### src/rtl/fx_writeback_queue.sv
// Writeback queue between FX execute stage 2 and the GPR file / condition register.
// Captures FX results in order, drains them under valid/ready and keeps the architected XER SO/OV/CA bits.
module fx_writeback_queue #(
  parameter int         DEPTH      = 4,
  parameter int         PTR_W      = 2,
  parameter logic [1:0] FXUnitCode = 2'd0
) (
  input  logic         clock_i,
  input  logic         reset_i,
  input  logic         fxValid_i,
  input  logic [1:0]   fxUnitCode_i,
  input  logic         is64Bit_i,
  input  logic [5:0]   fxAddress_i,
  input  logic [63:0]  fxValue_i,
  input  logic         fxCarry_i,
  input  logic         fxOverflow_i,
  input  logic         fxCrWrite_i,
  output logic         rfWriteEnable_o,
  input  logic         rfWriteReady_i,
  output logic [5:0]   rfWriteAddress_o,
  output logic [63:0]  rfWriteValue_o,
  output logic         cr0Write_o,
  output logic [3:0]   cr0Bits_o,
  output logic         xerSO_o,
  output logic         xerOV_o,
  output logic         xerCA_o,
  output logic [PTR_W:0] count_o,
  output logic         full_o,
  output logic         dropError_o
);

  localparam logic [PTR_W:0] DEPTH_C = (PTR_W+1)'(DEPTH);

  typedef struct packed {
    logic [5:0]  addr;
    logic [63:0] value;
    logic        is64;
    logic        carry;
    logic        overflow;
    logic        cr_write;
  } entry_t;

  entry_t           mem [DEPTH];
  entry_t           head;
  logic [PTR_W-1:0] head_q, tail_q;
  logic [PTR_W:0]   count_q;
  logic             xer_so_q, xer_ov_q, xer_ca_q;
  logic             drop_q;
  logic             not_empty, full;
  logic             push_req, do_enq, do_deq;

  assign not_empty = (count_q != '0);
  assign full      = (count_q == DEPTH_C);
  assign push_req  = fxValid_i && (fxUnitCode_i == FXUnitCode);
  assign do_deq    = not_empty && rfWriteReady_i;
  assign do_enq    = push_req && (!full || do_deq);
  assign head      = mem[head_q];

  // NOTE: storage carries no reset; count_q alone decides which slots are meaningful,
  // and leaving the array unreset keeps it a plain register file / RAM.
  always_ff @(posedge clock_i) begin
    if (do_enq) begin
      mem[tail_q] <= '{addr: fxAddress_i, value: fxValue_i, is64: is64Bit_i,
                       carry: fxCarry_i, overflow: fxOverflow_i, cr_write: fxCrWrite_i};
    end
  end

  // NOTE: state updates use non-blocking assignments so every register samples
  // pre-edge values, independent of statement order.
  always_ff @(posedge clock_i or negedge reset_i) begin
    if (!reset_i) begin
      head_q   <= '0;
      tail_q   <= '0;
      count_q  <= '0;
      xer_so_q <= 1'b0;
      xer_ov_q <= 1'b0;
      xer_ca_q <= 1'b0;
      drop_q   <= 1'b0;
    end else begin
      if (do_enq) tail_q <= tail_q + PTR_W'(1);
      if (do_deq) begin
        head_q   <= head_q + PTR_W'(1);
        xer_ca_q <= head.carry;
        xer_ov_q <= head.overflow;
        xer_so_q <= xer_so_q | head.overflow;
      end
      if (do_enq && !do_deq)      count_q <= count_q + (PTR_W+1)'(1);
      else if (!do_enq && do_deq) count_q <= count_q - (PTR_W+1)'(1);
      if (push_req && full && !do_deq) drop_q <= 1'b1;
    end
  end

  // Value is big-endian numbered: architected bit 0 is [63], bit 32 is [31],
  // so the 32b low word is [31:0].
  logic sign_bit, is_zero;

  // NOTE: every always_comb output gets a default first so no path can infer a latch.
  always_comb begin
    sign_bit  = 1'b0;
    is_zero   = 1'b0;
    cr0Bits_o = 4'b0000;
    if (not_empty) begin
      sign_bit  = head.is64 ? head.value[63] : head.value[31];
      is_zero   = head.is64 ? (head.value == 64'd0) : (head.value[31:0] == 32'd0);
      cr0Bits_o = {sign_bit, !sign_bit && !is_zero, is_zero, xer_so_q | head.overflow};
    end
  end

  assign rfWriteEnable_o  = not_empty;
  assign rfWriteAddress_o = not_empty ? head.addr  : 6'd0;
  assign rfWriteValue_o   = not_empty ? head.value : 64'd0;
  assign cr0Write_o       = not_empty && head.cr_write;
  assign xerSO_o          = xer_so_q;
  assign xerOV_o          = xer_ov_q;
  assign xerCA_o          = xer_ca_q;
  assign count_o          = count_q;
  assign full_o           = full;
  assign dropError_o      = drop_q;

endmodule

### config.mk
export PLATFORM = sky130hd
export DESIGN_NAME = fx_writeback_queue
export DESIGN_NICKNAME = d
export VERILOG_FILES = /design/src/rtl/fx_writeback_queue.sv
export SDC_FILE = /design/constraint.sdc
export NUM_CORES = 1
export LEC_CHECK = 0
export BUFFER_PORTS_ARGS = -buffer_cell sky130_fd_sc_hd__buf_2
export CAP_MARGIN = 20
export CORE_MARGIN = 2
export CORE_UTILIZATION = 55
export DETAILED_ROUTE_END_ITERATION = 8
export GPL_TIMING_DRIVEN = 0
export PLACE_DENSITY = 0.89
export RECOVER_POWER = 100
export SETUP_SLACK_MARGIN = 0.2
export SYNTH_ARGS = -nofsm -noshare
export SYNTH_HDL_FRONTEND = slang
export SYNTH_SLANG_ARGS = --single-unit
### constraint.sdc
create_clock -name clock_i -period 4.45 [get_ports clock_i]
set_input_delay 0.89 -clock clock_i [delete_from_list [all_inputs] [get_ports clock_i]]
set_output_delay 0.89 -clock clock_i [all_outputs]
set_load 0.01 [all_outputs]
Word level (Yosys, flattened, before mapping):

Memory sizes are Yosys's and may differ from the RTL's.
Index checks and enable logic that the tools add are counted.

* register bits after elaboration: 11
* bits in latches: 0
* bits in writable memories: 296
* ROM bits: 0
* bits of input ports: 80
* output and inout port bits: 84
* word-level logic and storage cells: 43
* memories kept: 1

* add/subtract/negate cells: 4
* multipliers: 0
* div/mod/pow operators: 0
* $lt $le $gt $ge: 0
* eq/ne operators: 1
* shift operators: 0
* muxes and demuxes: 9
* bitwise logic cells: 1
* reductions and logical operators: 20

Memories
* mem: depth 4, width 74, rd ports 1, clocked after memory_dff 0, write ports 1, line 43 `entry_t mem [DEPTH];`

Operators by type and width (number)
* $logic_not 64->1: 1
* $mux 64: 1
* $logic_not 32->1: 1
* $logic_and 1x1->1: 9
* $mux 3: 2
* $mux 6: 1
* $logic_not 1->1: 5
* $add 2x1->2 const B: 2
* $mux 1: 4
* $mux 4: 1
* $add 3x1->3 const B: 1
* $eq 3x3->1 const B: 1
* $reduce_bool 3->1: 1
* $sub 3x1->3 const B: 1
* $logic_not 2->1: 1
* $reduce_bool 2->1: 1
* $logic_or 1x1->1: 1
* $or 1x1->1: 1

Logic depth before layout (Yosys ltp):

Gate-level depths: netlist of run 1.

* word-level depth: 8
* mapped depth: 9
* mapped depth without buffers: 9

Worst setup path after synthesis of run 1:

OpenSTA, ideal clock, no wires.

* kind: input port to flip-flop
* start point: input fxUnitCode_i[1]
* end point: memory mem[0][0] (netlist bit) (enable)
* library setup time: 440 ps
* arrival time: 3143 ps
* required time: 4010 ps
* slack: 866 ps
* cell stages on the path: 4
* path buffers: 0
* cells stage by stage: nor2_1 -> nand2_1 -> nor2_1 -> and2_1

* cells in the longest elaborated chain, start to end: 5

Ends and longest elaborated chain
* start: declaration: line 11 `input logic [1:0] fxUnitCode_i,`
* $logic_not 2->1: line 54 `assign push_req = fxValid_i && (fxUnitCode_i == FXUnitCode);`
* $logic_and 1x1->1: line 54
* $logic_and 1x1->1: line 56 `assign do_enq = push_req && (!full || do_deq);`
* via do_enq: line 50 `logic push_req, do_enq, do_deq;`
* $mux 1: line 62 `if (do_enq) begin`
* $mux 1 (implied by the code): line 63 `mem[tail_q] <= '{addr: fxAddress_i, value: fxValue_i, is64: is64Bit_i,`
* end: declaration: line 43

The timed path passes the listed nets, and every way through them passes these cells.

Final worst setup path of run 1:

* start point: register head_q[0]
* end point: output cr0Bits_o[1]

* cells in the longest elaborated chain, start to end: 4
* elaborated cells between the ends (all ways): 5
* classes of those cells: mux: 2; reduce/logical: 2; memory: 1

Ends and longest elaborated chain
* start: declaration: line 45 `logic [PTR_W-1:0] head_q, tail_q;`
* start signal: assignment: line 82 `head_q <= head_q + PTR_W'(1);`
* $mem_v2 4x74 (*)
* $logic_not 64->1 or $logic_not 32->1 (tied branches): line 104 `is_zero = head.is64 ? (head.value == 64'd0) : (head.value[31:0] == 32'd0);`
* $mux 1 (*): line 104
* $mux 4 (*): line 102 `if (not_empty) begin`
* end: declaration: line 23 `output logic [3:0] cr0Bits_o,`

Mark *: on every way between the ends. The rest lies on a longest branch, timed or not.

==> results of run 1 <==
==> through the flow <==
| step | cells | hold slack (ns) | instance area, um2 | worst slack, ns |
|---|---|---|---|---|
| 6_report | 1034 | 0.340 | 13900 | 0.261 |
| 4_1_cts | 1034 | 0.207 | 14100 | 0.226 |
| 3_5_place_dp | 985 | 0.457 | 13200 | 0.477 |
| 3_3_place_gp | 981 | 0.447 | 13100 | -0.654 |
| 5_1_grt | 1034 | 0.379 | 13900 | 0.163 |
| 2_1_floorplan | 543 | 0.512 | 11900 | 0.866 |
==> layout by cell type (no fill, tap or decap), types with 2 or more instances in the layout <==
cell	instances
edfxtp_1	296
clkbuf_1	120
mux4_2	69
buf_2	60
and2_0	55
clkbuf_16	31
and2_1	21
nor4_1	15
dfrtp_1	11
clkbuf_4	6
nor2_1	6
mux4_1	5
nand2_1	5
ha_1	5
clkinv_2	5
inv_1	4
buf_12	4
nand4_1	4
xnor2_1	4
clkinv_1	4
clkbuf_2	3
mux2_2	3
buf_6	2
buf_4	2
o21ai_0	2
nand3_1	2
xor2_1	2
bufinv_16	2
==> area by class of cell <==
cell class | instances | share of cell area, %
buffer | 25 | 1.25
clock inverter | 12 | 0.781
tap | 275 | 2.47
clock buffer | 37 | 5.73
sequential | 307 | 65.8
inverter | 4 | 0.108
timing repair buffer | 167 | 5.45
multi-input combinational | 207 | 18.4
==> power by group <==
group          total [mW]  leakage, nW  internal, mW  switching [mW]
Sequential           3.45         2.80          3.38          0.0698
Clock                2.34        0.448          1.37           0.967
Combinational        2.89         1.28          1.29            1.59
Total                8.67         4.53          6.04            2.63
==> path summary, 6_finish.rpt <==
path | slack, ns | depth (start not counted) | from | to
max in group asynchronous | 3.72 | 1 | reset_i | head_q[1]$_DFFE_PN0N_
setup reg to reg | 0.50 | 5 | count_o[2]$_DFFE_PN0P_ | mem[2][26]$_DFFE_PP_
min in group clock_i | 0.47 | 1 | dropError_o$_DFFE_PN0P_ | dropError_o$_DFFE_PN0P_
hold / removal | 0.34 | 1 | reset_i | count_o[0]$_DFFE_PN0P_
hold reg to reg | 0.47 | 1 | dropError_o$_DFFE_PN0P_ | dropError_o$_DFFE_PN0P_
setup / recovery | 0.26 | 8 | head_q[0]$_DFFE_PN0N_ | cr0Bits_o[1]
==> state kept, by name, summed over array words and instances (netlist names) <==
signal and flops:
head_q 2, count_o 3, dropError_o 1, tail_q 2, mem 296, xerSO_o 1
xerCA_o 1, xerOV_o 1
==> kinds of logic (layout without fill, tap and decap cells) <==
kind of cell               count (synthesis)  in the layout
DFF                                      307            307
muxes                                     77             77
buffers and inverters                     29            245
xor gates and xnor gates                   6              6
adders and majority gates                  6              6
and+or+nand+nor                          114            114
AOI/OAI and AO/OA                          4              4
==> metal layers <==
metal	vias to the layer above	wire length (um)
met4	6	427
met1	3048	9690
met5	-	38
met2	267	12500
met3	41	1970
li1	2621	-
==> worst max-delay path, cell delays in order (launching register included) <==
cell and delay, ns:
dfrtp_1 0.33, buf_6 0.12, buf_4 0.25, mux4_2 0.56
nor4_1 0.48, nand4_1 0.26, o21ai_0 0.34, and3_1 0.25
clkbuf_1 0.17
==> summary.txt, run 1 <==
Yosys
  • Cells after Synth: 543
  • Avg Synthesized Cell Area: 21.9 um2
  • Xor/xnor share of the synthesized area: 0.442%
  • Compound-Gate Fraction of Synth Area: 0.221%
  • Share of the yosys chip area belonging to registers: 77.0%
  • Syn Nets: 629
  • Post-synthesis simple-gate area fraction: 5.74%
  • Cell taking the most area after synthesis: edfxtp_1
  • Fraction of synthesized area in multiplexers: 14.5%
  • Yosys top cell area share: 74.7%
  • Synthesized area: 11900 um2
  • Async SR Flop Fraction: 3.58%
  • Top cells by count, synth: 296 x edfxtp_1, 76 x and2_1, 69 x mux4_2
  • Most numerous cell in the Yosys netlist: edfxtp_1
  • Top cells by area, synth: edfxtp_1 75%, mux4_2 13%, and2_1 4.0%
  • Post-synth EDFFs: 296
  • Top FF cell, synth: edfxtp_1
  • Ys Warns: 0
  • Count of cell types in the netlist: 30
  • Post-Synth Adder-Cell Area: 0.694%
  • Yosys reg bits: 307
  • Main combinational cell family by area after synthesis: multiplexers

Place
  • Post-DP HPWL: 16100 um
  • Number of port buffers: 163
  • RD Place Congestion: 0.722

Status
  • Status: finished, violations left
  • Failing checks: capacitance limit, slew limit

Routing
  • Initial DRC count: 394
  • Pre-Repair DR Iteration Count: 5
  • Vias: 5983
  • WL final: 24600 um
  • DRC errors left: 0
  • Number of nets with antenna violations after routing: 0
  • Routed length per instance: 23.8 um
  • Vias per cell: 5.79

STA
  • Final Setup Violations: 0
  • Setup_tns: 0 ns
  • Tmin final: 4.19 ns
  • Clock Skews: 0.00884 ns
  • FMAX: 0.239 GHz
  • Max Slew Vio Count: 114
  • Slew @ Worst Pin: 2.89 ns
  • Period Utilization, post-route: 94.1%
  • Final Hold Viols: 0
  • RSZ-0062 raised after global routing: false
  • Worst slew margin: -92.8%

Global routing
  • Grt peak-use layer: met2
  • First-pass GRT wire length: 36500 um
  • Largest net degree at the start of global routing: 58
  • GRT Overall Usage: 22.0%
  • Vias in the first global route: 6177
  • Grt met1 use: 29.3%
  • Initial antenna violation count: 3
  • Routing usage on met3: 5.15%
  • GR Layer Usage met2: 37.9%
  • Total grt overflow: 0

CTS
  • Root Buffer: clkbuf_16
  • Clk_lat worst skew: 0.54 ns
  • Setup Buffers After CTS: 0
  • CTS H-tree depth: 1
  • Worst-path clk slew: 0.06 ns
  • CTS Sinks: 307
  • Post-CTS sizing: 6
  • Num CTS Buffers: 30
  • Hold_buf cts: 0
  • CTS Buffer Depth: 3
  • CTS tree: built

Final layout
  • Diodes inserted: 0
  • Nets: 828
  • Area delta synth->final: 17.1%
  • Layout cell share with drive strength beyond 1: 25.2%
  • # fillers: 1400
  • Seq. cell area: 9160 um2
  • Multi-input logic area: 2570 um2
  • Fin util: 65.9%

Die
  • Initial Utilization: 56.2%
  • Die Wd: 151 um
  • Top Ports: 164
  • Core box area: 21200 um2
  • Die footprint: 22800 um2
  • Die Ht: 151 um
  • Rows: 53

Worst setup path
  • Max FO, Critical Path: 10
  • CP Class: reg -> out
  • Setup crit end kind: output port
  • Worst EP arrival: 3.30 ns
  • CP required: 3.56 ns
  • CP Launch Type: flop

Power
  • Pwr dens: 622 nW/um2
  • Pleak: 4.53 nW
  • Worst vdd ir: 479 uV
  • Pwr Total: 8.67 mW

Hold path
  • Min-delay worst type: in -> async

Flow run
  • Max cap viols: 3
Power figures use the tool's default switching activity.
==> run 2: changes to the inputs <==
Settings changed: ABC_AREA set to 1, TNS_END_PERCENT set to 100.
==> run 2 against run 1 <==
The run still ends with capacitance limit, slew limit left. Sequential share of layout area decreased by 2.3 points. Power increased by 13%. Worst setup slack improved by 0.15 ns. Maximum frequency increased by 3.7%. Clock-buffer cell count decreased by 4. Clock power increased by 5%. Utilization decreased by 1.5 points. Flip-flop and latch count unchanged. Area after synthesis increased by 4.5%.
==> summary.txt, run 2 <==
Yosys
  • Cells after Synth: 1058
  • Avg Synthesized Cell Area: 11.8 um2
  • Most numerous cell in the Yosys netlist: nand2_1
  • Async SR Flop Fraction: 3.58%
  • Top cells by area, synth: edfxtp_1 71%, nand2_1 11%, nand3_1 5.2%
  • Cell taking the most area after synthesis: edfxtp_1
  • Synthesized area: 12400 um2
  • Ys Warns: 0
  • Share of the yosys chip area belonging to registers: 73.7%
  • Top cells by count, synth: 367 x nand2_1, 296 x edfxtp_1, 129 x nand3_1
  • Count of cell types in the netlist: 27
  • Yosys top cell area share: 71.5%
  • Top FF cell, synth: edfxtp_1
  • Syn Nets: 1144
  • Yosys reg bits: 307
  • Post-synth EDFFs: 296

Routing
  • Pre-Repair DR Iteration Count: 8
  • DRC errors left: 0
  • Initial DRC count: 1144
  • Number of nets with antenna violations after routing: 0
  • WL final: 31300 um
  • Vias: 8929
  • Vias per cell: 5.68
  • Routed length per instance: 19.9 um

STA
  • Worst slew margin: -87.2%
  • Period Utilization, post-route: 90.8%
  • RSZ-0062 raised after global routing: false
  • Clock Skews: 0.0118 ns
  • Final Setup Violations: 0
  • PnR worst setup slack: 0.411 ns
  • Final hold slack: 0.335 ns
  • Tmin final: 4.04 ns
  • Setup_tns: 0 ns
  • FMAX: 0.248 GHz
  • Final Hold Viols: 0
  • Slew @ Worst Pin: 2.80 ns
  • Max Slew Vio Count: 95

Die
  • Rows: 55
  • Core box area: 22400 um2
  • Die Ht: 154 um
  • Top Ports: 164
  • Die footprint: 23800 um2
  • Die Wd: 154 um
  • Initial Utilization: 55.4%

CTS
  • Hold_buf cts: 0
  • Setup Buffers After CTS: 0
  • Clk_lat worst skew: 0.55 ns
  • Root Buffer: clkbuf_16
  • CTS Sinks: 307
  • Post-CTS sizing: 0
  • CTS Buffer Depth: 3
  • Num CTS Buffers: 30
  • CTS H-tree depth: 1
  • CTS tree: built
  • Worst-path clk slew: 0.06 ns

Worst setup path
  • Worst reg-to-reg path cell count: 6
  • Cell seen most often among critical-path stages: clkbuf_1
  • Max incr delay on CP: 0.74 ns
  • CP bufs+invs: 3
  • Worst r2r src: count_o[0]$_DFFE_PN0P_
  • CP Launch Type: flop
  • CP required: 3.56 ns
  • Worst EP arrival: 3.15 ns
  • Setup crit end kind: output port
  • Capture point of the worst reg-to-reg path: mem[2][60]$_DFFE_PP_
  • CP Class: reg -> out
  • Max FO, Critical Path: 10
  • Crit path max-delay family: buffers and inverters
  • CP max stage cell: clkbuf_1
  • Reg2Reg Setup Slack: 0.64 ns
  • Critical path, cell by cell: nor3_1 > clkbuf_1 > clkbuf_1 > nor2_1 > clkbuf_1
  • CP startpoint: count_o[1]$_DFFE_PN0P_

Final layout
  • Layout Cells excl Fill: 1573
  • Final Cell Area: 14400 um2
  • Nets: 1348
  • Max FFs per register: 296
  • Most frequent cells in the layout: 367 x nand2_1, 296 x edfxtp_1, 183 x clkbuf_1
  • Layout cell share with drive strength beyond 1: 7.63%
  • Largest Register: mem
  • Area delta synth->final: 16.2%
  • # fillers: 1655
  • Fin util: 64.4%
  • Commonest non-fill, non-tap cell in the layout: nand2_1

Power
  • Pleak: 5.35 nW
  • Pwr Total: 9.76 mW
  • Worst vdd ir: 408 uV
  • Pwr dens: 676 nW/um2

Global routing
  • GRT Overall Usage: 25.7%
  • Initial antenna violation count: 4
  • Largest net degree at the start of global routing: 31
  • Total grt overflow: 0
  • First-pass GRT wire length: 46800 um
  • Vias in the first global route: 8650

Place
  • Post-Place Worst Slack: 0.988 ns
  • Placed Cells incl. Taps: 1515
  • Number of port buffers: 163
  • Placed cell areas: 13800 um2
  • RD Place Congestion: 0.813
  • Post-DP HPWL: 20700 um

Status
  • Status: finished, violations left
  • Failing checks: capacitance limit, slew limit

Hold path
  • Min-delay worst type: in -> async

Flow run
  • Max cap viols: 4
-- run 2: cell families after synthesis --
| kind of cell | share of synthesized area, % |
|---|---|
| XOR/XNOR | 0.352 |
| AO/OA/AOI/OAI | 1.42 |
| flip-flops | 73.7 |
| buffers and inverters | 3.32 |
| adder cells (fa/ha/maj) | 0.664 |
| multiplexers | 0.0906 |
| AND/OR/NAND/NOR | 20.4 |
-- run 2: worst reg2reg max path, stage by stage, from the launching register on --
cell and delay [ns]:
dfrtp_1 0.45, nor3_1 0.11, nand2_1 0.07, nand2_1 0.15, nor2_1 1.14, clkbuf_1 0.94
clkbuf_2 0.58
-- run 2: cell type report --
class / instances / area [um2] / area share, %
plain buffers: 57 / 330 / 2.29
flip-flops and latches: 307 / 9160 / 63.4
repair buffers: 172 / 693 / 4.80
clock inverters: 22 / 195 / 1.35
clock buffers: 33 / 762 / 5.28
inverters: 21 / 78.8 / 0.546
multi-input cells: 673 / 2860 / 19.8
well taps: 285 / 357 / 2.47
diodes: 3 / 7.51 / 0.0520
-- run 2: how the worst max path moves through the flow --
stage                                 endpoint  depth (start not counted)
after global routing        rfWriteValue_o[32]                          5
after floorplan            mem[0][0]$_DFFE_PP_                          3
after global placement    mem[0][52]$_DFFE_PP_                          4
final                       rfWriteValue_o[32]                          5
after CTS                   rfWriteValue_o[32]                          5
after detailed placement    rfWriteValue_o[32]                          5
-- run 2: report_power, final --
part	switching [mW]	internal, mW
logic	2.76	1.10
registers	0.0734	3.37
clock network	1.05	1.41
-- run 2: metal layers --
layer  global-route usage, %  share of wire (%)
met2                    41.7                 48
met3                    5.44                 10
met4                    11.9                4.0
met5                       0                  0
met1                    33.8                 38
==> run 3: changes to the inputs <==
==> constraint.sdc (replaced) <==
create_clock -name clock_i -period 4.45 [get_ports clock_i]
set_input_delay 0.89 -clock clock_i [delete_from_list [all_inputs] [get_ports clock_i]]
set_output_delay 0.89 -clock clock_i [all_outputs]
set_load 0.02 [all_outputs]
==> run 3 against run 2 <==
The run still ends with capacitance limit, slew limit left. First-iteration DRC count stayed put. Critical endpoint unchanged. Die area is the same. Via count barely moved. Critical path depth is the same. Wire length barely moved. Global-route usage unchanged. Worst hold slack about the same. Sequential power is essentially flat. Utilization is essentially flat.
==> summary.txt, run 3 (synthesis results as in run 2) <==
Final layout
  • Commonest non-fill, non-tap cell in the layout: nand2_1
  • Layout cell share with drive strength beyond 1: 7.55%
  • Seq. cell area: 9160 um2
  • Area delta synth->final: 16.2%
  • Largest Register: mem
  • Nets: 1348
  • Max FFs per register: 296
  • # fillers: 1656
  • Multi-input logic area: 2860 um2
  • Most frequent cells in the layout: 367 x nand2_1, 296 x edfxtp_1, 184 x clkbuf_1
  • Fin util: 64.4%
  • Layout Cells excl Fill: 1573

Routing
  • WL final: 31300 um
  • DRC errors left: 0
  • Initial DRC count: 1144
  • Pre-Repair DR Iteration Count: 6
  • Vias per cell: 5.67
  • Routed length per instance: 19.9 um
  • Vias: 8921
  • Number of nets with antenna violations after routing: 0

STA
  • Tmin final: 4.09 ns
  • Period Utilization, post-route: 92.0%
  • Final hold slack: 0.336 ns
  • Final Hold Viols: 0
  • FMAX: 0.244 GHz
  • Max Slew Vio Count: 95
  • Clock Skews: 0.0106 ns
  • Worst slew margin: -87.3%
  • RSZ-0062 raised after global routing: false
  • Final Setup Violations: 0
  • Slew @ Worst Pin: 2.80 ns

Power
  • Pleak: 5.35 nW
  • Reg power frac: 33.7%
  • Pwr dens: 708 nW/um2
  • Internal: 5.88 mW
  • Worst vdd ir: 433 uV
  • Clock network fraction of total power: 24.0%
  • Gate power share: 42.2%
  • Sw frac: 42.4%
  • Psw: 4.34 mW

Die
  • Die footprint: 23800 um2
  • Die Wd: 154 um
  • Rows: 55
  • Initial Utilization: 55.4%
  • Die Ht: 154 um
  • Core box area: 22400 um2
  • Top Ports: 164

Worst setup path
  • Worst r2r src: count_o[0]$_DFFE_PN0P_
  • CP startpoint: count_o[1]$_DFFE_PN0P_
  • Capture point of the worst reg-to-reg path: mem[2][60]$_DFFE_PP_
  • Max FO, Critical Path: 10
  • CP Launch Type: flop
  • Worst reg-to-reg path cell count: 6
  • Reg2Reg Setup Slack: 0.63 ns
  • CP required: 3.56 ns
  • Worst EP arrival: 3.20 ns
  • CP Class: reg -> out
  • Crit path capture: rfWriteValue_o[32]
  • Setup crit end kind: output port

CTS
  • Worst-path clk slew: 0.06 ns
  • Hold_buf cts: 0
  • Setup Buffers After CTS: 0
  • Root Buffer: clkbuf_16
  • Clk_lat worst skew: 0.55 ns
  • Num CTS Buffers: 30
  • CTS Buffer Depth: 3
  • Post-CTS sizing: 0
  • CTS Sinks: 307
  • CTS tree: built
  • CTS H-tree depth: 1

Global routing
  • Vias in the first global route: 8650
  • GR Layer Usage met2: 41.7%
  • Routing usage on met3: 5.44%
  • Total grt overflow: 0
  • Largest net degree at the start of global routing: 31
  • GRT Overall Usage: 25.7%
  • Grt peak-use layer: met2
  • First-pass GRT wire length: 46800 um
  • Initial antenna violation count: 4
  • Grt met1 use: 33.8%

Place
  • Post-DP HPWL: 20700 um
  • Number of port buffers: 163
  • RD Place Congestion: 0.813
  • Placed Cells incl. Taps: 1515

Status
  • Status: finished, violations left
  • Failing checks: capacitance limit, slew limit

Hold path
  • Min-delay worst type: in -> async

Flow run
  • Max cap viols: 4
==> run 3: cell count changes in the layout (fill, tap and decap cells not counted) <==
cell	previous run	this run
buf_2	28	27
clkbuf_1	183	184
==> run 3: worst max-delay path: stages, from the launching register on <==
cell      delay, ns
dfrtp_1        0.44
nor3_1         0.52
clkbuf_1       0.75
clkbuf_1       0.56
nor2_1         0.17
clkbuf_1       0.21
==> run 3: how the worst min path moves through the flow <==
stage / startpoint / end / slack (ns) / cells after the start
after floorplan: mem[1][2]$_DFFE_PP_ / xerCA_o$_DFFE_PN0N_ / 0.54 / 2
after global placement: dropError_o$_DFFE_PN0P_ / dropError_o$_DFFE_PN0P_ / 0.44 / 1
after detailed placement: dropError_o$_DFFE_PN0P_ / dropError_o$_DFFE_PN0P_ / 0.46 / 1
after CTS: reset_i / count_o[0]$_DFFE_PN0P_ / 0.20 / 1
after global routing: reset_i / count_o[0]$_DFFE_PN0P_ / 0.37 / 1
final: reset_i / count_o[0]$_DFFE_PN0P_ / 0.34 / 1
==> run 3: metrics by stage <==
| step | setup TNS (ns) | instance area, um2 | power, mW | setup WS (ns) |
|---|---|---|---|---|
| 2_1_floorplan | -136.34 | 12400 | 6.32 | -0.461 |
| 3_5_place_dp | 0 | 13800 | 7.92 | 0.969 |
| 6_report | 0 | 14400 | 10.2 | 0.356 |
| 5_1_grt | 0 | 14400 | 10.7 | 0.172 |
| 4_1_cts | 0 | 14800 | 10.4 | 0.349 |
| 3_3_place_gp | -843.43 | 13600 | 7.77 | -2.97 |
==> run 3: metal layers <==
metal | wire length (um) | part of all wire, %
met5 | 0 | 0
met1 | 11900 | 38
met4 | 1260 | 4.0
met2 | 15000 | 48
met3 | 3150 | 10
==> run 3: power by group through the flow <==
stage | Clock, mW | Combinational (mW) | Sequential (mW)
finish | 2.46 | 4.32 | 3.45
floorplan | 0 | 2.78 | 3.54
global route | 2.58 | 4.63 | 3.46
detailed placement | 0 | 4.42 | 3.50
CTS | 2.46 | 4.45 | 3.44
global placement | 0 | 4.25 | 3.52
==> run 3: area by class of cell <==
class / count / share of cell area, %
flip-flops and latches: 307 / 63.4
multi-input cells: 673 / 19.8
clock buffers: 33 / 5.28
repair buffers: 172 / 4.79
well taps: 285 / 2.47
plain buffers: 57 / 2.29
clock inverters: 22 / 1.35
inverters: 21 / 0.546
diodes: 3 / 0.0520
